`src/rtl/keypad_pkg.sv`:
```
// Shared types and key constants for the keypad front end.
// No logic of its own: scanner state enum, special key codes, row/col to key mapping.
package keypad_pkg;

    typedef enum logic [1:0] {
        SCAN     = 2'd0,
        DEBOUNCE = 2'd1,
        HELD     = 2'd2
    } scan_state_t;

    localparam logic [3:0] KEY_CLEAR = 4'hE;
    localparam logic [3:0] KEY_ENTER = 4'hF;

    // Both inputs are active-high one-hot; result is {row index, col index}.
    function automatic logic [3:0] rc_to_key(input logic [3:0] row_oh, input logic [3:0] col_oh);
        logic [1:0] r;
        logic [1:0] c;
        r = 2'd0;
        c = 2'd0;
        for (int i = 0; i < 4; i++) begin
            if (row_oh[i]) r = 2'(i);
            if (col_oh[i]) c = 2'(i);
        end
        return {r, c};
    endfunction

endpackage

```
`src/rtl/keypad_scanner.sv`:
```
// Row-scans a 4x4 keypad, debounces one key at a time, emits a key_valid pulse per press.
// Latency: 2 sync flops plus DEBOUNCE_SCANS scan ticks; no backpressure, pulses are fire-and-forget.
module keypad_scanner
    import keypad_pkg::*;
#(
    parameter int SCAN_DIV_BITS  = 14,
    parameter int DEBOUNCE_SCANS = 4
) (
    input  logic       clk,
    input  logic       reset,
    input  logic [3:0] kp_col_i,
    output logic [3:0] kp_row_o,
    output logic       key_valid_o,
    output logic [3:0] key_code_o
);

    localparam int             CW   = $clog2(DEBOUNCE_SCANS + 1) + 1;
    localparam logic [CW-1:0]  DS_C = CW'(DEBOUNCE_SCANS);

    logic [3:0]               col_s1_q, col_s2_q;
    logic [SCAN_DIV_BITS-1:0] div_q;
    scan_state_t              state_q, state_d;
    logic [3:0]               row_q, row_d;
    logic [3:0]               pat_q, pat_d;
    logic [CW-1:0]            cnt_q, cnt_d;
    logic                     kv_q, kv_d;
    logic [3:0]               kc_q, kc_d;

    logic          tick;
    logic [3:0]    pat;
    logic [CW-1:0] cnt_inc;

    assign tick    = &div_q;
    assign pat     = ~col_s2_q;
    assign cnt_inc = cnt_q + 1'b1;

    always_ff @(posedge clk) begin
        if (!reset) begin
            col_s1_q <= 4'hF;
            col_s2_q <= 4'hF;
            div_q    <= '0;
            state_q  <= SCAN;
            row_q    <= 4'b1110;
            pat_q    <= 4'h0;
            cnt_q    <= '0;
            kv_q     <= 1'b0;
            kc_q     <= 4'h0;
        end else begin
            col_s1_q <= kp_col_i;
            col_s2_q <= col_s1_q;
            div_q    <= div_q + 1'b1;
            state_q  <= state_d;
            row_q    <= row_d;
            pat_q    <= pat_d;
            cnt_q    <= cnt_d;
            kv_q     <= kv_d;
            kc_q     <= kc_d;
        end
    end

    always_comb begin
        state_d = state_q;
        row_d   = row_q;
        pat_d   = pat_q;
        cnt_d   = cnt_q;
        kv_d    = 1'b0;
        kc_d    = kc_q;
        if (tick) begin
            case (state_q)
                SCAN: begin
                    // Multi-column presses are ambiguous, so only a clean one-hot is taken.
                    if ($onehot(pat)) begin
                        pat_d   = pat;
                        cnt_d   = CW'(1);
                        state_d = DEBOUNCE;
                    end else begin
                        row_d = {row_q[2:0], row_q[3]};
                    end
                end
                DEBOUNCE: begin
                    if (pat == pat_q) begin
                        if (cnt_inc >= DS_C) begin
                            kv_d    = 1'b1;
                            kc_d    = rc_to_key(~row_q, pat_q);
                            cnt_d   = '0;
                            state_d = HELD;
                        end else begin
                            cnt_d = cnt_inc;
                        end
                    end else begin
                        cnt_d   = '0;
                        state_d = SCAN;
                    end
                end
                HELD: begin
                    if (pat == 4'h0) begin
                        if (cnt_inc >= DS_C) begin
                            cnt_d   = '0;
                            state_d = SCAN;
                        end else begin
                            cnt_d = cnt_inc;
                        end
                    end else begin
                        cnt_d = '0;
                    end
                end
                default: begin
                    cnt_d   = '0;
                    state_d = SCAN;
                end
            endcase
        end
    end

    assign kp_row_o    = row_q;
    assign key_valid_o = kv_q;
    assign key_code_o  = kc_q;

endmodule

```
`src/rtl/keypad_code_entry.sv`:
```
// Keypad front end: assembles 4-digit codes and drives exactly one of enab/disab/eegg on ENTER.
// Latency: command/code_err one clk after key_valid; no backpressure, keys act as they arrive.
module keypad_code_entry
    import keypad_pkg::*;
#(
    parameter int          SCAN_DIV_BITS  = 14,
    parameter int          DEBOUNCE_SCANS = 4,
    parameter logic [15:0] ON_CODE        = 16'h1234,
    parameter logic [15:0] OFF_CODE       = 16'h4321,
    parameter logic [15:0] EGG_CODE       = 16'hABCD
) (
    input  logic       clk,
    input  logic       reset,
    input  logic [3:0] kp_col,
    output logic [3:0] kp_row,
    output logic       enab,
    output logic       disab,
    output logic       eegg,
    output logic       key_valid,
    output logic [3:0] key_code,
    output logic       code_err
);

    logic [15:0] buf_q, buf_d;
    logic [2:0]  dcnt_q, dcnt_d;
    logic [2:0]  cmd_q, cmd_d;
    logic        err_q, err_d;

    keypad_scanner #(
        .SCAN_DIV_BITS  (SCAN_DIV_BITS),
        .DEBOUNCE_SCANS (DEBOUNCE_SCANS)
    ) u_scanner (
        .clk         (clk),
        .reset       (reset),
        .kp_col_i    (kp_col),
        .kp_row_o    (kp_row),
        .key_valid_o (key_valid),
        .key_code_o  (key_code)
    );

    always_ff @(posedge clk) begin
        if (!reset) begin
            buf_q  <= 16'h0000;
            dcnt_q <= 3'd0;
            cmd_q  <= 3'b000;
            err_q  <= 1'b0;
        end else begin
            buf_q  <= buf_d;
            dcnt_q <= dcnt_d;
            cmd_q  <= cmd_d;
            err_q  <= err_d;
        end
    end

    // cmd bits are {enab, disab, eegg}; compare order sets priority if codes collide.
    always_comb begin
        buf_d  = buf_q;
        dcnt_d = dcnt_q;
        cmd_d  = cmd_q;
        err_d  = 1'b0;
        if (key_valid) begin
            if (key_code == KEY_CLEAR) begin
                buf_d  = 16'h0000;
                dcnt_d = 3'd0;
            end else if (key_code == KEY_ENTER) begin
                buf_d  = 16'h0000;
                dcnt_d = 3'd0;
                if (dcnt_q == 3'd4) begin
                    if (buf_q == ON_CODE)       cmd_d = 3'b100;
                    else if (buf_q == OFF_CODE) cmd_d = 3'b010;
                    else if (buf_q == EGG_CODE) cmd_d = 3'b001;
                    else                        err_d = 1'b1;
                end else begin
                    err_d = 1'b1;
                end
            end else if (dcnt_q != 3'd4) begin
                buf_d  = {buf_q[11:0], key_code};
                dcnt_d = dcnt_q + 3'd1;
            end
        end
    end

    assign enab     = cmd_q[2];
    assign disab    = cmd_q[1];
    assign eegg     = cmd_q[0];
    assign code_err = err_q;

endmodule

```
`config.mk`:
```
export PLATFORM = sky130hd
export DESIGN_NAME = keypad_code_entry
export DESIGN_NICKNAME = d
export VERILOG_FILES = /design/src/rtl/keypad_pkg.sv /design/src/rtl/keypad_scanner.sv /design/src/rtl/keypad_code_entry.sv
export SDC_FILE = /design/constraint.sdc
export NUM_CORES = 1
export LEC_CHECK = 0
export CAP_MARGIN = 20
export CORE_MARGIN = 3
export CORE_UTILIZATION = 38
export CTS_BUF_LIST = sky130_fd_sc_hd__clkbuf_4 sky130_fd_sc_hd__clkbuf_8
export CTS_CLUSTER_DIAMETER = 50
export DETAILED_ROUTE_END_ITERATION = 8
export HOLD_SLACK_MARGIN = 0.08
export PLACE_DENSITY = 0.57
export REMOVE_ABC_BUFFERS = 1
export SYNTH_ARGS = -nofsm -noshare
export SYNTH_HDL_FRONTEND = slang
export SYNTH_HIERARCHICAL = 1
export SYNTH_SLANG_ARGS = --single-unit
```
`constraint.sdc`:
```
create_clock -name clk -period 4.3 [get_ports clk]
set_input_delay 0.43 -clock clk [delete_from_list [all_inputs] [get_ports clk]]
set_output_delay 0.43 -clock clk [all_outputs]
set_load 0.02 [all_outputs]
```
==> flow_metrics.tcl, run 1 <==
set metrics [dict create \
    status "finished clean" \
    antenna_left 0 \
    drt_iter0_markers 161 \
    reg2reg_slack_ns 1.80 \
    power_uw 1100 \
    ys_types 59 \
    synth_top_area_cell "dfxtp_1" \
    fin_crit_sh_pct 58.2 \
    cts_made_buffers 9 \
    worst_ep_arrival_time_ns 2.73 \
    drt-total-wl_um 5510 \
    p_sw_uw 248 \
    post_dp_cell_area_mm2 0.00309 \
    tritoncts "yes" \
    grt_overflow 0 \
    antenna_found_initial 0 \
    p_leak_uw 0.00120 \
    grt_pass1_vias 2002 \
    worst_slew_pin_slew_ns 0.725 \
    netlist.area_leader.share_pct 45.2 \
    num-nets-final 339 \
    hold_buffers 0 \
    ir_drop_mv 0.285 \
    drive_gt1_share_pct 10.0 \
    setup_viol 0 \
    grt_pass1_wl_um 9480 \
    via_per_inst 5.05 \
    rows 30 \
    clock_latency_ns 0.33 \
    drv_cap 0 \
    fin_skew_ns 0.00725 \
    syn_area_per_cell_um2 9.29 \
    p_clk_share_pct 42.0 \
    final_common_cell "dfxtp_1" \
    routedWlPerCell_um 13.0 \
    cts_max_level 3 \
    path_class "reg2reg" \
    syn_area_mm2 0.00283 \
    cp_max_fo 8 \
    tns_ns 0 \
    hpwlAfterDp_um 3920 \
    grt_max_degree 29 \
    ctsResizeCount 0 \
    finalHoldViolCount 0 \
    rsz0062_at_grt "no" \
    diodes 0 \
    track_usage_pct 14.1 \
    ys_ff_latch 64 \
    power_frac_seq_pct 54.8 \
    clk_pin_slew_ns 0.06 \
    yosysWarnings 6 \
    numPortBuffers 18 \
    synth.area.top_cells "dfxtp_1, nand2_1, xor2_1" \
    cts_max_path_buffers 2 \
    intPower_uw 855 \
    final_cell_mix "dfxtp_1, nand2_1, nor2_1" \
    cts_setup_buffers 0 \
    min_period_ns 2.50 \
    crit_path_end_kind "flop" \
    core_mm2 0.00702 \
    die_w_um 92.4 \
    die_h_um 92.4 \
    initial_core_util_pct 40.4 \
    vias 2148 \
    gp_congestion 0.750 \
    pwr-share-comb_pct 3.2 \
    cp.required_ns 4.53 \
    drv_slew 0 \
    syn_inst 305 \
    stdcell_area_mm2 0.00327 \
    ys_seq_area_share_pct 45.2 \
    swShare_pct 22.5 \
    start_kind "flop" \
    drc 0 \
    cts_sinks 64 \
    power.density_mw_per_mm2 337 \
    min-delay-path-class "reg2reg" \
    fmax_mhz 399 \
    firstDrtPassIters 4 \
    area_delta_synth_final_pct 15.3 \
    root_buffer "clkbuf_8" \
    dieArea_mm2 0.00853 \
    max_slew_margin_pct 51.4 \
    io_pins 19 \
]
-- path summary, 6_finish.rpt --
path / start / endpoint / cells after the start
max: u_scanner/col_s2_q[0] / u_scanner/pat_q[2] / 9
min: u_scanner/col_s1_q[0] / u_scanner/col_s2_q[0] / 1
min reg2reg: u_scanner/col_s1_q[0] / u_scanner/col_s2_q[0] / 1
max reg2reg: u_scanner/col_s2_q[0] / u_scanner/pat_q[2] / 9
-- power groups by stage --
stage | sequential [uW] | combinational [uW] | clock (uW)
4_1_cts | 603 | 36.2 | 482
2_1_floorplan | 616 | 21.6 | 0
5_1_grt | 604 | 40.2 | 508
6_report | 604 | 35.3 | 464
3_5_place_dp | 617 | 36.2 | 0
3_3_place_gp | 617 | 35.7 | 0
-- through the flow --
step / setup slack, ns / cells / utilization, % / hold slack (ns)
finish: 1.80 / 425 / 46.6 / 0.406
global route: 1.55 / 425 / 46.6 / 0.428
CTS: 1.76 / 425 / 46.6 / 0.407
detailed placement: 1.74 / 410 / 44.0 / 0.392
global placement: 1.85 / 410 / 44.0 / 0.393
floorplan: 1.96 / 295 / - / 0.386
-- metal layers --
metal	vias up	routed length (um)	global-route usage, %	share of wire (%)
met3	7	207	4.55	3.8
li1	1115	-	-	-
met2	36	2380	20.4	43
met1	990	2820	19.1	51
met4	0	105	6.68	1.9
met5	-	0	0	0
-- area by class of cell --
class | count | area (um^2)
fillers | 710 | 3750
multi-input cells | 221 | 1470
flip-flops and latches | 64 | 1280
repair buffers | 19 | 188
clock buffers | 12 | 159
well taps | 96 | 120
inverters | 10 | 37.5
clock inverters | 3 | 17.5
-- synth_stat cells (all sizes together) --
master,number
inv,9
nand2b,10
dfxtp,64
or2,2
nor3,5
nor3b,2
nand3b,2
o2111ai,1
nor2,30
xor2,15
o31a,1
xnor2,3
and4b,1
a21bo,1
clkbuf,5
clkinv,1
fa,1
nor4bb,1
nand3,17
or4,1
a311oi,2
o221a,1
o21ai,4
a21oi,20
a22oi,6
buf,4
a21boi,1
mux2i,5
o22ai,1
dlygate4sd1,1
o211ai,1
a31oi,3
a211oi,4
and3,5
a41o,1
a41oi,2
nor2b,6
ha,7
and4bb,4
nand2,36
nand4,4
and4,5
nor4,3
and2,7
-- sequential cells by signal, summed over array words and instances, names as in the netlist, 4 cells and up --
register	cells
u_scanner/kp_row_o	4
u_scanner/cnt_q	4
u_scanner/col_s1_q	4
u_scanner/pat_q	4
u_scanner/col_s2_q	4
buf_q	16
u_scanner/key_code_o	4
u_scanner/div_q	14
-- cells by family (layout without fill, tap and decap cells) --
logic type | Yosys count | in the layout | share of synthesized area (%)
and+or+nand+nor | 141 | 141 | 28.4
buffers and inverters | 20 | 44 | 3.09
muxes | 5 | 5 | 1.77
adders and majority gates | 8 | 8 | 3.80
DFF | 64 | 64 | 45.2
xor gates and xnor gates | 18 | 18 | 5.56
AOI/OAI and AO/OA | 49 | 49 | 12.2
-- worst max-delay path, stage by stage (launching register included) --
cell,delay (ns)
dfxtp_1,0.36
fa_1,0.55
inv_1,0.04
ha_1,0.17
ha_1,0.26
nor2_1,0.18
nand2_1,0.12
nor4_4,0.45
nor2_1,0.07
a211oi_1,0.21
Power figures use the tool's default switching activity.
==> run 2, diff against run 1 <==
==> constraint.sdc (replaced) <==
create_clock -name clk -period 2.55 [get_ports clk]
set_input_delay 0.255 -clock clk [delete_from_list [all_inputs] [get_ports clk]]
set_output_delay 0.255 -clock clk [all_outputs]
set_load 0.02 [all_outputs]
==> run 2 against run 1 <==
Net effect:
- flip-flop and latch count unchanged
- wire length about the same
- die area stayed put
- first-iteration DRC count decreased by 46%
- setup slack worse by 1.6 ns
- fmax is 4.2% higher
- global-route usage decreased by 0.14 points
- cell count increased by 0.94%
- critical endpoint is now u_scanner/state_q[0]
- largest cell class unchanged
- largest power group unchanged
==> flow_metrics.tcl, run 2 (synthesis gave the netlist of run 1 again) <==
set metrics [dict create \
    intPower_uw 1510 \
    antenna_left 0 \
    hold_buffers 0 \
    io_pins 19 \
    cp.required_ns 2.81 \
    grt_max_degree 19 \
    ir_drop_mv 0.329 \
    vias 2134 \
    antenna_found_initial 0 \
    start_kind "flop" \
    whs_path_depth 1 \
    cts_max_path_buffers 2 \
    grt_overflow 0 \
    max_slew_margin_pct 63.2 \
    drt_iter0_markers 87 \
    reg2reg_to "u_scanner/state_q[0]" \
    root_buffer "clkbuf_8" \
    rsz0062_at_grt "no" \
    track_usage_pct 14.0 \
    drive_gt1_share_pct 11.4 \
    pwr-share-comb_pct 3.3 \
    p_sw_uw 408 \
    area_delta_synth_final_pct 17.0 \
    worst_slew_pin_slew_ns 0.550 \
    via_per_inst 4.97 \
    fin_skew_ns 0.00784 \
    power_frac_seq_pct 52.9 \
    tns_ns 0 \
    routedWlPerCell_um 12.8 \
    grt_pass1_vias 2028 \
    path_class "reg2reg" \
    grt_pass1_wl_um 9460 \
    cts_max_level 3 \
    status "finished clean" \
    drt-total-wl_um 5510 \
    num-nets-final 343 \
    critPathMostFrequentCell "ha_1" \
    min_period_ns 2.40 \
    clk_pin_slew_ns 0.07 \
    initial_core_util_pct 40.4 \
    diodes 0 \
    finalHoldViolCount 0 \
    gp_congestion 0.774 \
    min-delay-path-class "reg2reg" \
    slowest_stage "fa_1" \
    regMostFlops "buf_q" \
    slowest_delay_ns 0.54 \
    rr_worst_depth 8 \
    firstDrtPassIters 4 \
    cts_sinks 64 \
    power.density_mw_per_mm2 580 \
    min_to "u_scanner/col_s2_q[0]" \
    p_clk_share_pct 43.8 \
    final_cell_mix "dfxtp_1, nand2_1, nor2_1" \
    final_common_cell "dfxtp_1" \
    clock_latency_ns 0.33 \
    fin_crit_sh_pct 94.3 \
    die_h_um 92.4 \
    hp-start "u_scanner/col_s1_q[0]" \
    reg_top3 "buf_q: 16 flops, u_scanner/div_q: 14 flops" \
    worst_ep_arrival_time_ns 2.66 \
    drv_slew 0 \
    drc 0 \
    cp_max_fo 6 \
    worstReg2RegStart "u_scanner/col_s2_q[0]" \
    largest_reg_flops 16 \
    die_w_um 92.4 \
    setup_viol 0 \
    fmax_mhz 416 \
    core_mm2 0.00702 \
    cts_made_buffers 9 \
    p_leak_uw 0.00123 \
    swShare_pct 21.2 \
    crit_family "adder cells" \
    dieArea_mm2 0.00853 \
    worstPathCellList "fa_1 > inv_1 > ha_1 > ha_1 > nor2_1 > a21oi_2 > or4_1 > a21oi_1" \
    numPortBuffers 18 \
    cts_setup_buffers 0 \
    reg2reg_slack_ns 0.15 \
    drv_cap 0 \
    tritoncts "yes" \
    rows 30 \
    crit_buf_inv 1 \
    crit_path_end_kind "flop" \
    hpwlAfterDp_um 3990 \
    final_util_pct 47.3 \
]
run 2: changes by cell type in the layout (fill, tap and decap cells not counted), sizes merged:
cell	change
clkbuf	-1
clkinv	+1
bufinv	+1
buf	+4
clkinvlp	-1
run 2: metrics by stage:
step           setup WS, ns  instances  total power [uW]  hold slack [ns]  cell area [um^2]
6_report              0.146        429              1920            0.408              3320
3_3_place_gp         0.0978        414              1100            0.392              3120
4_1_cts               0.124        429              1950            0.410              3310
5_1_grt             0.00336        429              2010            0.430              3320
2_1_floorplan         0.206        295              1070            0.317              2780
3_5_place_dp         0.0489        414              1100            0.393              3120
run 2: area by class of cell:
type                       count  area (um^2)
sequential                    64         1280
tap                           96          120
clock buffer                  11          145
inverter                      10         37.5
clock inverter                 4         45.0
fill                         676         3700
multi-input combinational    221         1470
timing repair buffer          23          218
run 2: power groups by stage:
| stage | clock network, uW | registers [uW] | logic, uW |
|---|---|---|---|
| 2_1_floorplan | 0 | 1040 | 36.3 |
| 3_3_place_gp | 0 | 1040 | 62.5 |
| 3_5_place_dp | 0 | 1040 | 62.8 |
| 4_1_cts | 869 | 1020 | 63.6 |
| 5_1_grt | 921 | 1020 | 70.1 |
| 6_report | 842 | 1020 | 62.9 |
run 2: how the worst max path moves through the flow:
stage | from | endpoint | slack [ns] | cells after the start
4_1_cts | u_scanner/col_s2_q[0] | u_scanner/pat_q[1] | 0.12 | 9
3_3_place_gp | u_scanner/col_s2_q[0] | u_scanner/pat_q[3] | 0.1 | 9
6_report | u_scanner/col_s2_q[0] | u_scanner/state_q[0] | 0.15 | 8
2_1_floorplan | u_scanner/col_s2_q[0] | u_scanner/pat_q[0] | 0.21 | 9
5_1_grt | u_scanner/col_s2_q[0] | u_scanner/pat_q[0] | 0.003 | 9
3_5_place_dp | u_scanner/col_s2_q[0] | u_scanner/pat_q[1] | 0.05 | 9
run 2: layer usage:
layer / global-route usage, % / share of wire [%] / vias up
met2: 22.4 / 47 / 23
met4: 6.19 / 1.3 / 0
met5: 0 / 0 / -
li1: - / - / 1115
met3: 3.74 / 2.1 / 6
met1: 17.7 / 49 / 990
run 2: timing repair:
| item | 4_1_cts | 5_1_grt |
|---|---|---|
| resized for setup | 0 | 1 |
| endpoints found under the setup margin | 2 | 2 |
| pin swaps | 1 | 0 |
